### config.mk
export PLATFORM = sky130hd
export DESIGN_NAME = axil_arbiter_flat
export DESIGN_NICKNAME = d
export VERILOG_FILES = /design/src/rtl/axil_arbiter_if.sv /design/src/rtl/axil_arbiter.sv /design/src/flat_wrapper.sv
export SDC_FILE = /design/constraint.sdc
export NUM_CORES = 1
export LEC_CHECK = 0
export ABC_AREA = 1
export BUFFER_PORTS_ARGS = -buffer_cell sky130_fd_sc_hd__buf_2
export CAP_MARGIN = 20
export CORE_AREA = 2 2 133 135
export DETAILED_ROUTE_END_ITERATION = 12
export DIE_AREA = 0 0 135 137
export PLACE_DENSITY = 0.76
export SYNTH_ARGS = -nofsm -noshare
export SYNTH_HDL_FRONTEND = slang
export SYNTH_SLANG_ARGS = --single-unit
### constraint.sdc
create_clock -name CLK -period 3.05 [get_ports CLK]
set_input_delay 0.4575 -clock CLK [delete_from_list [all_inputs] [get_ports CLK]]
set_output_delay 0.4575 -clock CLK [all_outputs]
set_load 0.02 [all_outputs]
### src/rtl/axil_arbiter_if.sv
// Signal bundle around the two-requester AXI-lite arbiter: requester side (M0/M1)
// and transaction-engine side (AXIL_*), with views for the arbiter and its environment.
interface axil_arbiter_if #(
   parameter int ADDR_WIDTH = 32,
   parameter int BUS_WIDTH  = 32
);
   localparam int STRB_WIDTH = BUS_WIDTH / 8;

   logic                  M0_REQ;
   logic                  M1_REQ;
   logic                  M0_WE;
   logic                  M1_WE;
   logic [ADDR_WIDTH-1:0] M0_ADDR;
   logic [ADDR_WIDTH-1:0] M1_ADDR;
   logic [BUS_WIDTH-1:0]  M0_WDATA;
   logic [BUS_WIDTH-1:0]  M1_WDATA;
   logic [STRB_WIDTH-1:0] M0_WSTRB;
   logic [STRB_WIDTH-1:0] M1_WSTRB;
   logic                  M0_DONE;
   logic                  M1_DONE;
   logic [BUS_WIDTH-1:0]  M0_RDATA;
   logic [BUS_WIDTH-1:0]  M1_RDATA;

   logic                  AXIL_START_READ;
   logic                  AXIL_START_WRITE;
   logic [ADDR_WIDTH-1:0] AXIL_TRANSACTION_RADDR;
   logic [ADDR_WIDTH-1:0] AXIL_TRANSACTION_WRADDR;
   logic [BUS_WIDTH-1:0]  AXIL_TRANSACTION_WRDATA;
   logic [STRB_WIDTH-1:0] AXIL_TRANSACTION_WSTRB;
   logic                  AXIL_DONE_READ;
   logic                  AXIL_DONE_WRITE;
   logic [BUS_WIDTH-1:0]  AXIL_TRANSACTION_RDATA;

   logic                  BUSY;

   // Arbiter view: consumes requests and engine completions, produces grants and starts.
   modport slave (
      input  M0_REQ, M1_REQ, M0_WE, M1_WE, M0_ADDR, M1_ADDR,
      input  M0_WDATA, M1_WDATA, M0_WSTRB, M1_WSTRB,
      output M0_DONE, M1_DONE, M0_RDATA, M1_RDATA,
      output AXIL_START_READ, AXIL_START_WRITE,
      output AXIL_TRANSACTION_RADDR, AXIL_TRANSACTION_WRADDR,
      output AXIL_TRANSACTION_WRDATA, AXIL_TRANSACTION_WSTRB,
      input  AXIL_DONE_READ, AXIL_DONE_WRITE, AXIL_TRANSACTION_RDATA,
      output BUSY
   );

   // Environment view: the requesters and the transaction engine together.
   modport master (
      output M0_REQ, M1_REQ, M0_WE, M1_WE, M0_ADDR, M1_ADDR,
      output M0_WDATA, M1_WDATA, M0_WSTRB, M1_WSTRB,
      input  M0_DONE, M1_DONE, M0_RDATA, M1_RDATA,
      input  AXIL_START_READ, AXIL_START_WRITE,
      input  AXIL_TRANSACTION_RADDR, AXIL_TRANSACTION_WRADDR,
      input  AXIL_TRANSACTION_WRDATA, AXIL_TRANSACTION_WSTRB,
      output AXIL_DONE_READ, AXIL_DONE_WRITE, AXIL_TRANSACTION_RDATA,
      input  BUSY
   );
endinterface

### src/rtl/axil_arbiter.sv
// Round-robin arbiter letting two requesters share one AXI-lite transaction engine,
// one transaction outstanding at a time (IDLE -> ISSUE -> WAIT -> RESP).
module axil_arbiter #(
   parameter int ADDR_WIDTH = 32,
   parameter int BUS_WIDTH  = 32
) (
   input logic           CLK,
   input logic           RST_N,
   axil_arbiter_if.slave bus
);
   localparam int STRB_WIDTH = BUS_WIDTH / 8;

   typedef enum logic [1:0] {
      IDLE  = 2'd0,
      ISSUE = 2'd1,
      WAIT  = 2'd2,
      RESP  = 2'd3
   } state_t;

   state_t                state_q;
   state_t                state_d;
   logic                  grant_q;
   logic                  grant_d;
   logic                  last_grant_q;
   logic                  last_grant_d;
   logic                  we_q;
   logic                  we_d;
   logic [ADDR_WIDTH-1:0] addr_q;
   logic [ADDR_WIDTH-1:0] addr_d;
   logic [BUS_WIDTH-1:0]  wdata_q;
   logic [BUS_WIDTH-1:0]  wdata_d;
   logic [STRB_WIDTH-1:0] wstrb_q;
   logic [STRB_WIDTH-1:0] wstrb_d;
   logic [BUS_WIDTH-1:0]  rdata_q;
   logic [BUS_WIDTH-1:0]  rdata_d;

   logic any_req;
   logic pick;
   logic engine_done;
   logic active;
   logic resp_m0;
   logic resp_m1;

   // Grant encoding: 0 = M0, 1 = M1. A tie goes to whoever was not served last.
   assign any_req     = bus.M0_REQ | bus.M1_REQ;
   assign pick        = (bus.M0_REQ & bus.M1_REQ) ? ~last_grant_q : bus.M1_REQ;
   assign engine_done = we_q ? bus.AXIL_DONE_WRITE : bus.AXIL_DONE_READ;
   assign active      = (state_q != IDLE);
   assign resp_m0     = (state_q == RESP) && !grant_q;
   assign resp_m1     = (state_q == RESP) &&  grant_q;

   // State and transaction registers; the pointer comes out of reset on M1 so M0 wins the first tie.
   always_ff @(posedge CLK or negedge RST_N) begin
      if (!RST_N) begin
         state_q      <= IDLE;
         grant_q      <= 1'b0;
         last_grant_q <= 1'b1;
         we_q         <= 1'b0;
         addr_q       <= '0;
         wdata_q      <= '0;
         wstrb_q      <= '0;
         rdata_q      <= '0;
      end else begin
         state_q      <= state_d;
         grant_q      <= grant_d;
         last_grant_q <= last_grant_d;
         we_q         <= we_d;
         addr_q       <= addr_d;
         wdata_q      <= wdata_d;
         wstrb_q      <= wstrb_d;
         rdata_q      <= rdata_d;
      end
   end

   // Next-state logic. The completion check is shared by ISSUE and WAIT so an engine
   // that answers in the same cycle as the start pulse skips WAIT entirely.
   always_comb begin
      state_d      = state_q;
      grant_d      = grant_q;
      last_grant_d = last_grant_q;
      we_d         = we_q;
      addr_d       = addr_q;
      wdata_d      = wdata_q;
      wstrb_d      = wstrb_q;
      rdata_d      = rdata_q;

      case (state_q)
         IDLE: begin
            if (any_req) begin
               grant_d = pick;
               if (pick) begin
                  we_d    = bus.M1_WE;
                  addr_d  = bus.M1_ADDR;
                  wdata_d = bus.M1_WDATA;
                  wstrb_d = bus.M1_WSTRB;
               end else begin
                  we_d    = bus.M0_WE;
                  addr_d  = bus.M0_ADDR;
                  wdata_d = bus.M0_WDATA;
                  wstrb_d = bus.M0_WSTRB;
               end
               state_d = ISSUE;
            end
         end

         ISSUE, WAIT: begin
            if (engine_done) begin
               rdata_d      = we_q ? '0 : bus.AXIL_TRANSACTION_RDATA;
               last_grant_d = grant_q;
               state_d      = RESP;
            end else begin
               state_d = WAIT;
            end
         end

         RESP: begin
            state_d = IDLE;
         end

         default: begin
            state_d = IDLE;
         end
      endcase
   end

   // Outputs decode purely from registered state, so reset clears them immediately.
   // The latched address/data appear only on the channel matching the latched op.
   always_comb begin
      bus.BUSY                    = active;
      bus.AXIL_START_READ         = (state_q == ISSUE) && !we_q;
      bus.AXIL_START_WRITE        = (state_q == ISSUE) &&  we_q;
      bus.AXIL_TRANSACTION_RADDR  = '0;
      bus.AXIL_TRANSACTION_WRADDR = '0;
      bus.AXIL_TRANSACTION_WRDATA = '0;
      bus.AXIL_TRANSACTION_WSTRB  = '0;
      if (active) begin
         if (we_q) begin
            bus.AXIL_TRANSACTION_WRADDR = addr_q;
            bus.AXIL_TRANSACTION_WRDATA = wdata_q;
            bus.AXIL_TRANSACTION_WSTRB  = wstrb_q;
         end else begin
            bus.AXIL_TRANSACTION_RADDR  = addr_q;
         end
      end
      bus.M0_DONE  = resp_m0;
      bus.M1_DONE  = resp_m1;
      bus.M0_RDATA = resp_m0 ? rdata_q : '0;
      bus.M1_RDATA = resp_m1 ? rdata_q : '0;
   end

   // Structural invariants: one start at a time, one completion at a time, never idle while answering.
   a_one_start: assert property (@(posedge CLK) disable iff (!RST_N)
      !(bus.AXIL_START_READ && bus.AXIL_START_WRITE));
   a_one_done: assert property (@(posedge CLK) disable iff (!RST_N)
      !(bus.M0_DONE && bus.M1_DONE));
   a_done_busy: assert property (@(posedge CLK) disable iff (!RST_N)
      (bus.M0_DONE || bus.M1_DONE) |-> bus.BUSY);

endmodule

### src/flat_wrapper.sv
// flat-port wrapper written by rule: the top's interface ports become plain ports
module axil_arbiter_flat 
#(
   parameter int ADDR_WIDTH = 32,
   parameter int BUS_WIDTH  = 32
)
  (CLK, RST_N, bus_M0_REQ, bus_M1_REQ, bus_M0_WE, bus_M1_WE, bus_M0_ADDR, bus_M1_ADDR, bus_M0_WDATA, bus_M1_WDATA, bus_M0_WSTRB, bus_M1_WSTRB, bus_M0_DONE, bus_M1_DONE, bus_M0_RDATA, bus_M1_RDATA, bus_AXIL_START_READ, bus_AXIL_START_WRITE, bus_AXIL_TRANSACTION_RADDR, bus_AXIL_TRANSACTION_WRADDR, bus_AXIL_TRANSACTION_WRDATA, bus_AXIL_TRANSACTION_WSTRB, bus_AXIL_DONE_READ, bus_AXIL_DONE_WRITE, bus_AXIL_TRANSACTION_RDATA, bus_BUSY);
  axil_arbiter_if #(.ADDR_WIDTH(ADDR_WIDTH), .BUS_WIDTH(BUS_WIDTH)) bus_i ();
  input logic CLK;
  input logic RST_N;
  input wire logic [$bits(bus_i.M0_REQ)-1:0] bus_M0_REQ;
  input wire logic [$bits(bus_i.M1_REQ)-1:0] bus_M1_REQ;
  input wire logic [$bits(bus_i.M0_WE)-1:0] bus_M0_WE;
  input wire logic [$bits(bus_i.M1_WE)-1:0] bus_M1_WE;
  input wire logic [$bits(bus_i.M0_ADDR)-1:0] bus_M0_ADDR;
  input wire logic [$bits(bus_i.M1_ADDR)-1:0] bus_M1_ADDR;
  input wire logic [$bits(bus_i.M0_WDATA)-1:0] bus_M0_WDATA;
  input wire logic [$bits(bus_i.M1_WDATA)-1:0] bus_M1_WDATA;
  input wire logic [$bits(bus_i.M0_WSTRB)-1:0] bus_M0_WSTRB;
  input wire logic [$bits(bus_i.M1_WSTRB)-1:0] bus_M1_WSTRB;
  output wire logic [$bits(bus_i.M0_DONE)-1:0] bus_M0_DONE;
  output wire logic [$bits(bus_i.M1_DONE)-1:0] bus_M1_DONE;
  output wire logic [$bits(bus_i.M0_RDATA)-1:0] bus_M0_RDATA;
  output wire logic [$bits(bus_i.M1_RDATA)-1:0] bus_M1_RDATA;
  output wire logic [$bits(bus_i.AXIL_START_READ)-1:0] bus_AXIL_START_READ;
  output wire logic [$bits(bus_i.AXIL_START_WRITE)-1:0] bus_AXIL_START_WRITE;
  output wire logic [$bits(bus_i.AXIL_TRANSACTION_RADDR)-1:0] bus_AXIL_TRANSACTION_RADDR;
  output wire logic [$bits(bus_i.AXIL_TRANSACTION_WRADDR)-1:0] bus_AXIL_TRANSACTION_WRADDR;
  output wire logic [$bits(bus_i.AXIL_TRANSACTION_WRDATA)-1:0] bus_AXIL_TRANSACTION_WRDATA;
  output wire logic [$bits(bus_i.AXIL_TRANSACTION_WSTRB)-1:0] bus_AXIL_TRANSACTION_WSTRB;
  input wire logic [$bits(bus_i.AXIL_DONE_READ)-1:0] bus_AXIL_DONE_READ;
  input wire logic [$bits(bus_i.AXIL_DONE_WRITE)-1:0] bus_AXIL_DONE_WRITE;
  input wire logic [$bits(bus_i.AXIL_TRANSACTION_RDATA)-1:0] bus_AXIL_TRANSACTION_RDATA;
  output wire logic [$bits(bus_i.BUSY)-1:0] bus_BUSY;
  assign bus_i.M0_REQ = bus_M0_REQ;
  assign bus_i.M1_REQ = bus_M1_REQ;
  assign bus_i.M0_WE = bus_M0_WE;
  assign bus_i.M1_WE = bus_M1_WE;
  assign bus_i.M0_ADDR = bus_M0_ADDR;
  assign bus_i.M1_ADDR = bus_M1_ADDR;
  assign bus_i.M0_WDATA = bus_M0_WDATA;
  assign bus_i.M1_WDATA = bus_M1_WDATA;
  assign bus_i.M0_WSTRB = bus_M0_WSTRB;
  assign bus_i.M1_WSTRB = bus_M1_WSTRB;
  assign bus_M0_DONE = bus_i.M0_DONE;
  assign bus_M1_DONE = bus_i.M1_DONE;
  assign bus_M0_RDATA = bus_i.M0_RDATA;
  assign bus_M1_RDATA = bus_i.M1_RDATA;
  assign bus_AXIL_START_READ = bus_i.AXIL_START_READ;
  assign bus_AXIL_START_WRITE = bus_i.AXIL_START_WRITE;
  assign bus_AXIL_TRANSACTION_RADDR = bus_i.AXIL_TRANSACTION_RADDR;
  assign bus_AXIL_TRANSACTION_WRADDR = bus_i.AXIL_TRANSACTION_WRADDR;
  assign bus_AXIL_TRANSACTION_WRDATA = bus_i.AXIL_TRANSACTION_WRDATA;
  assign bus_AXIL_TRANSACTION_WSTRB = bus_i.AXIL_TRANSACTION_WSTRB;
  assign bus_i.AXIL_DONE_READ = bus_AXIL_DONE_READ;
  assign bus_i.AXIL_DONE_WRITE = bus_AXIL_DONE_WRITE;
  assign bus_i.AXIL_TRANSACTION_RDATA = bus_AXIL_TRANSACTION_RDATA;
  assign bus_BUSY = bus_i.BUSY;
  axil_arbiter #(.ADDR_WIDTH(ADDR_WIDTH), .BUS_WIDTH(BUS_WIDTH)) u_core (.CLK(CLK), .RST_N(RST_N), .bus(bus_i));
endmodule
==> flow_metrics.tcl <==
set metrics [dict create \
    status "finished clean" \
    syn_area_um2 6670 \
    grt-ovfl-total 0 \
    drt-initial-drc-count 394 \
    drc 0 \
    crit_required_ns 2.59 \
    avgSynthCellArea_um2 6.52 \
    grt_first_pass_wirelength_um 31900 \
    grt_pass1_vias 6571 \
    cts_resized 0 \
    synth_compound_area_share_pct 0.150 \
    critPathLaunchType "flop" \
    grt_use_total_pct 21.7 \
    cts_sinks 105 \
    synth.area.top_cells "dfrtp_1 (39%), nand2_1 (20%), nand3b_1 (11%), nor2_1 (9.3%), inv_1 (8.0%)" \
    drive_gt1_share_pct 28.9 \
    ctsHtreeMaxLevel 3 \
    die_w_um 135 \
    synth_top_family_by_area "simple AND/OR/NAND/NOR gates" \
    synthToLayoutAreaGrowth_pct 32.3 \
    synthDistinctLibCells 16 \
    cts_root_buf "clkbuf_16" \
    setup_tns_ns 0 \
    clkLatencyLatePin_ns 0.35 \
    end_kind "primary output" \
    ys_ff_latch 105 \
    synth_mux_area_share_pct 0 \
    portBuffers 344 \
    cap_violations 0 \
    cp.arrival_ns 2.14 \
    dp_hpwl_um 14900 \
    peakVddDrop_uv 400 \
    finalClockSkew_ns 0.00761 \
    criticalPathCategory "reg -> out" \
    cts_buffers 9 \
    grt_max_degree 71 \
    hp-class "in -> reg" \
    fin_crit_sh_pct 85.1 \
    post_drt_wl_per_cell_um 13.5 \
    vias 7270 \
    synthSimpleGateAreaFrac_pct 46.6 \
    synth_cells 1023 \
    synth_xor_area_share_pct 0 \
    nets 1506 \
    start_util_pct 39.1 \
    yosysTopAreaCellShare_pct 39.0 \
    boundaryPins 345 \
    crit_fanout 23 \
    finalCriticalPeriod_ns 2.60 \
    dieArea_um2 18500 \
    firstDrtPassIters 8 \
    synth_nets 1203 \
    drv_slew 0 \
    final_core_util_pct 51.7 \
    place_congestion 0.884 \
    synth_top_area_cell "dfrtp_1" \
    setup_viol 0 \
    leakage_nw 5.46 \
    num_rows 48 \
    cts_tree "done" \
    worst_pin_slew_ns 0.768 \
    viasPerCell 4.67 \
    regArea_um2 2630 \
    drt-total-wl_um 21000 \
    path_clk_slew_ns 0.07 \
    clk_path_buf_depth 2 \
    max_freq_mhz 385 \
    fp.dieH_um 137 \
    max_slew_margin_pct 48.8 \
    p_per_area_nw_per_um2 972 \
    fillCellCount 1721 \
    yosysSeqAreaShare_pct 39.4 \
    synth-adder-area-share_pct 0.750 \
    antenna_left 0 \
    multi_input_area_um2 3170 \
    coreArea_um2 17100 \
    yosys_warnings 0 \
    hold_viol 0 \
    antenna_found_initial 1 \
    rsz0062_at_grt "no" \
]
-- kinds of logic (layout without fill, tap and decap cells) --
| logic type | after synthesis | in the layout |
|---|---|---|
| AOI/OAI and AO/OA | 2 | 2 |
| adders and majority gates | 4 | 4 |
| buffers and inverters | 215 | 523 |
| DFF | 105 | 105 |
| other | 0 | 1 |
| and+or+nand+nor | 697 | 697 |
-- per-stage QoR --
stage / total power [mW] / hold WS (ns) / setup WS (ns) / instance area, um^2 / cells
6_report: 8.58 / 0.400 / 0.454 / 8820 / 1557
5_1_grt: 9.32 / 0.402 / 0.307 / 8820 / 1557
4_1_cts: 8.66 / 0.386 / 0.414 / 8820 / 1556
3_5_place_dp: 7.42 / 0.358 / 0.794 / 8500 / 1539
3_3_place_gp: 7.32 / 0.359 / 0.890 / 8500 / 1539
2_1_floorplan: 5.88 / 0.162 / 1.03 / 6670 / 1023
-- layout make-up --
class / instances / share of cell area (%)
well taps: 225 / 3.19
repair buffers: 362 / 21.4
clock inverters: 5 / 0.723
clock buffers: 11 / 2.75
flip-flops and latches: 105 / 29.8
inverters: 145 / 6.17
diodes: 1 / 0.0284
multi-input cells: 703 / 36.0
-- worst max-delay path, stage by stage (launching register included) --
cell	delay (ns)
dfrtp_1	0.41
ha_1	0.22
inv_1	0.07
nor2_1	0.05
inv_1	0.53
buf_4	0.29
nor2_1	0.05
buf_2	0.15
-- synthesized netlist by cell type --
master	n
buf_1	5
buf_2	41
buf_4	4
clkbuf_1	20
dfrtp_1	104
dfstp_2	1
ha_1	4
inv_1	143
inv_2	2
nand2_1	352
nand2_2	2
nand3_1	74
nand3b_1	101
nor2_1	166
nor2_4	2
o21ai_0	2
-- layer usage --
metal / vias up / share of wire (%) / global-route usage (%)
met5: - / 0 / 0
met4: 0 / 1.3 / 6.13
met3: 21 / 6.9 / 4.63
met2: 279 / 50 / 37.2
met1: 3313 / 42 / 27.8
li1: 3657 / - / -
-- report_power, final --
part	internal [mW]	total (mW)	switching (mW)
logic	1.51	4.97	3.46
registers	2.06	2.41	0.352
clock network	0.666	1.20	0.536
-- cells in the final DEF (no fill, tap or decap) --
master | Yosys | routed
dlygate4sd3_1 | 0 | 1
inv_6 | 0 | 1
clkbuf_8 | 0 | 1
dfstp_2 | 1 | 1
buf_4 | 4 | 16
clkinvlp_4 | 0 | 1
clkbuf_16 | 0 | 9
dfrtp_1 | 104 | 104
o21ai_0 | 2 | 2
inv_2 | 2 | 2
inv_1 | 143 | 143
nor2_4 | 2 | 2
clkinv_4 | 0 | 2
buf_12 | 0 | 2
bufinv_16 | 0 | 1
nor2_1 | 166 | 166
nand3_1 | 74 | 74
nand3b_1 | 101 | 101
clkbuf_1 | 20 | 1
diode_2 | 0 | 1
nand2_2 | 2 | 4
nand2_1 | 352 | 350
buf_2 | 41 | 343
ha_1 | 4 | 4
-- flip-flops by register name (all words and copies together), names as in the netlist --
name,cells
u_core.rdata_q,32
u_core.wdata_q,32
u_core.state_q,2
u_core.wstrb_q,4
u_core.grant_q,1
u_core.addr_q,32
u_core.last_grant_q,1
u_core.we_q,1
-- final timing paths --
path / startpoint / to / slack, ns / depth (start not counted)
min in group asynchronous: RST_N / u_core.rdata_q[19] / 0.53 / 2
max reg2reg: u_core.we_q / u_core.rdata_q[25] / 1.07 / 6
max in group asynchronous: RST_N / u_core.last_grant_q / 1.72 / 3
min: bus_M0_ADDR[0] / u_core.addr_q[0] / 0.40 / 5
min reg2reg: u_core.rdata_q[26] / u_core.rdata_q[26] / 0.47 / 2
max: u_core.state_q[0] / bus_M0_RDATA[18] / 0.45 / 7
-- repair_timing --
| item | CTS | global route |
|---|---|---|
| hold buffers | 1 | 0 |
| endpoints found under the hold margin | 18 | 0 |
| buffers inserted | 0 | 0 |
No activity file was read; power rests on OpenSTA's default activity.
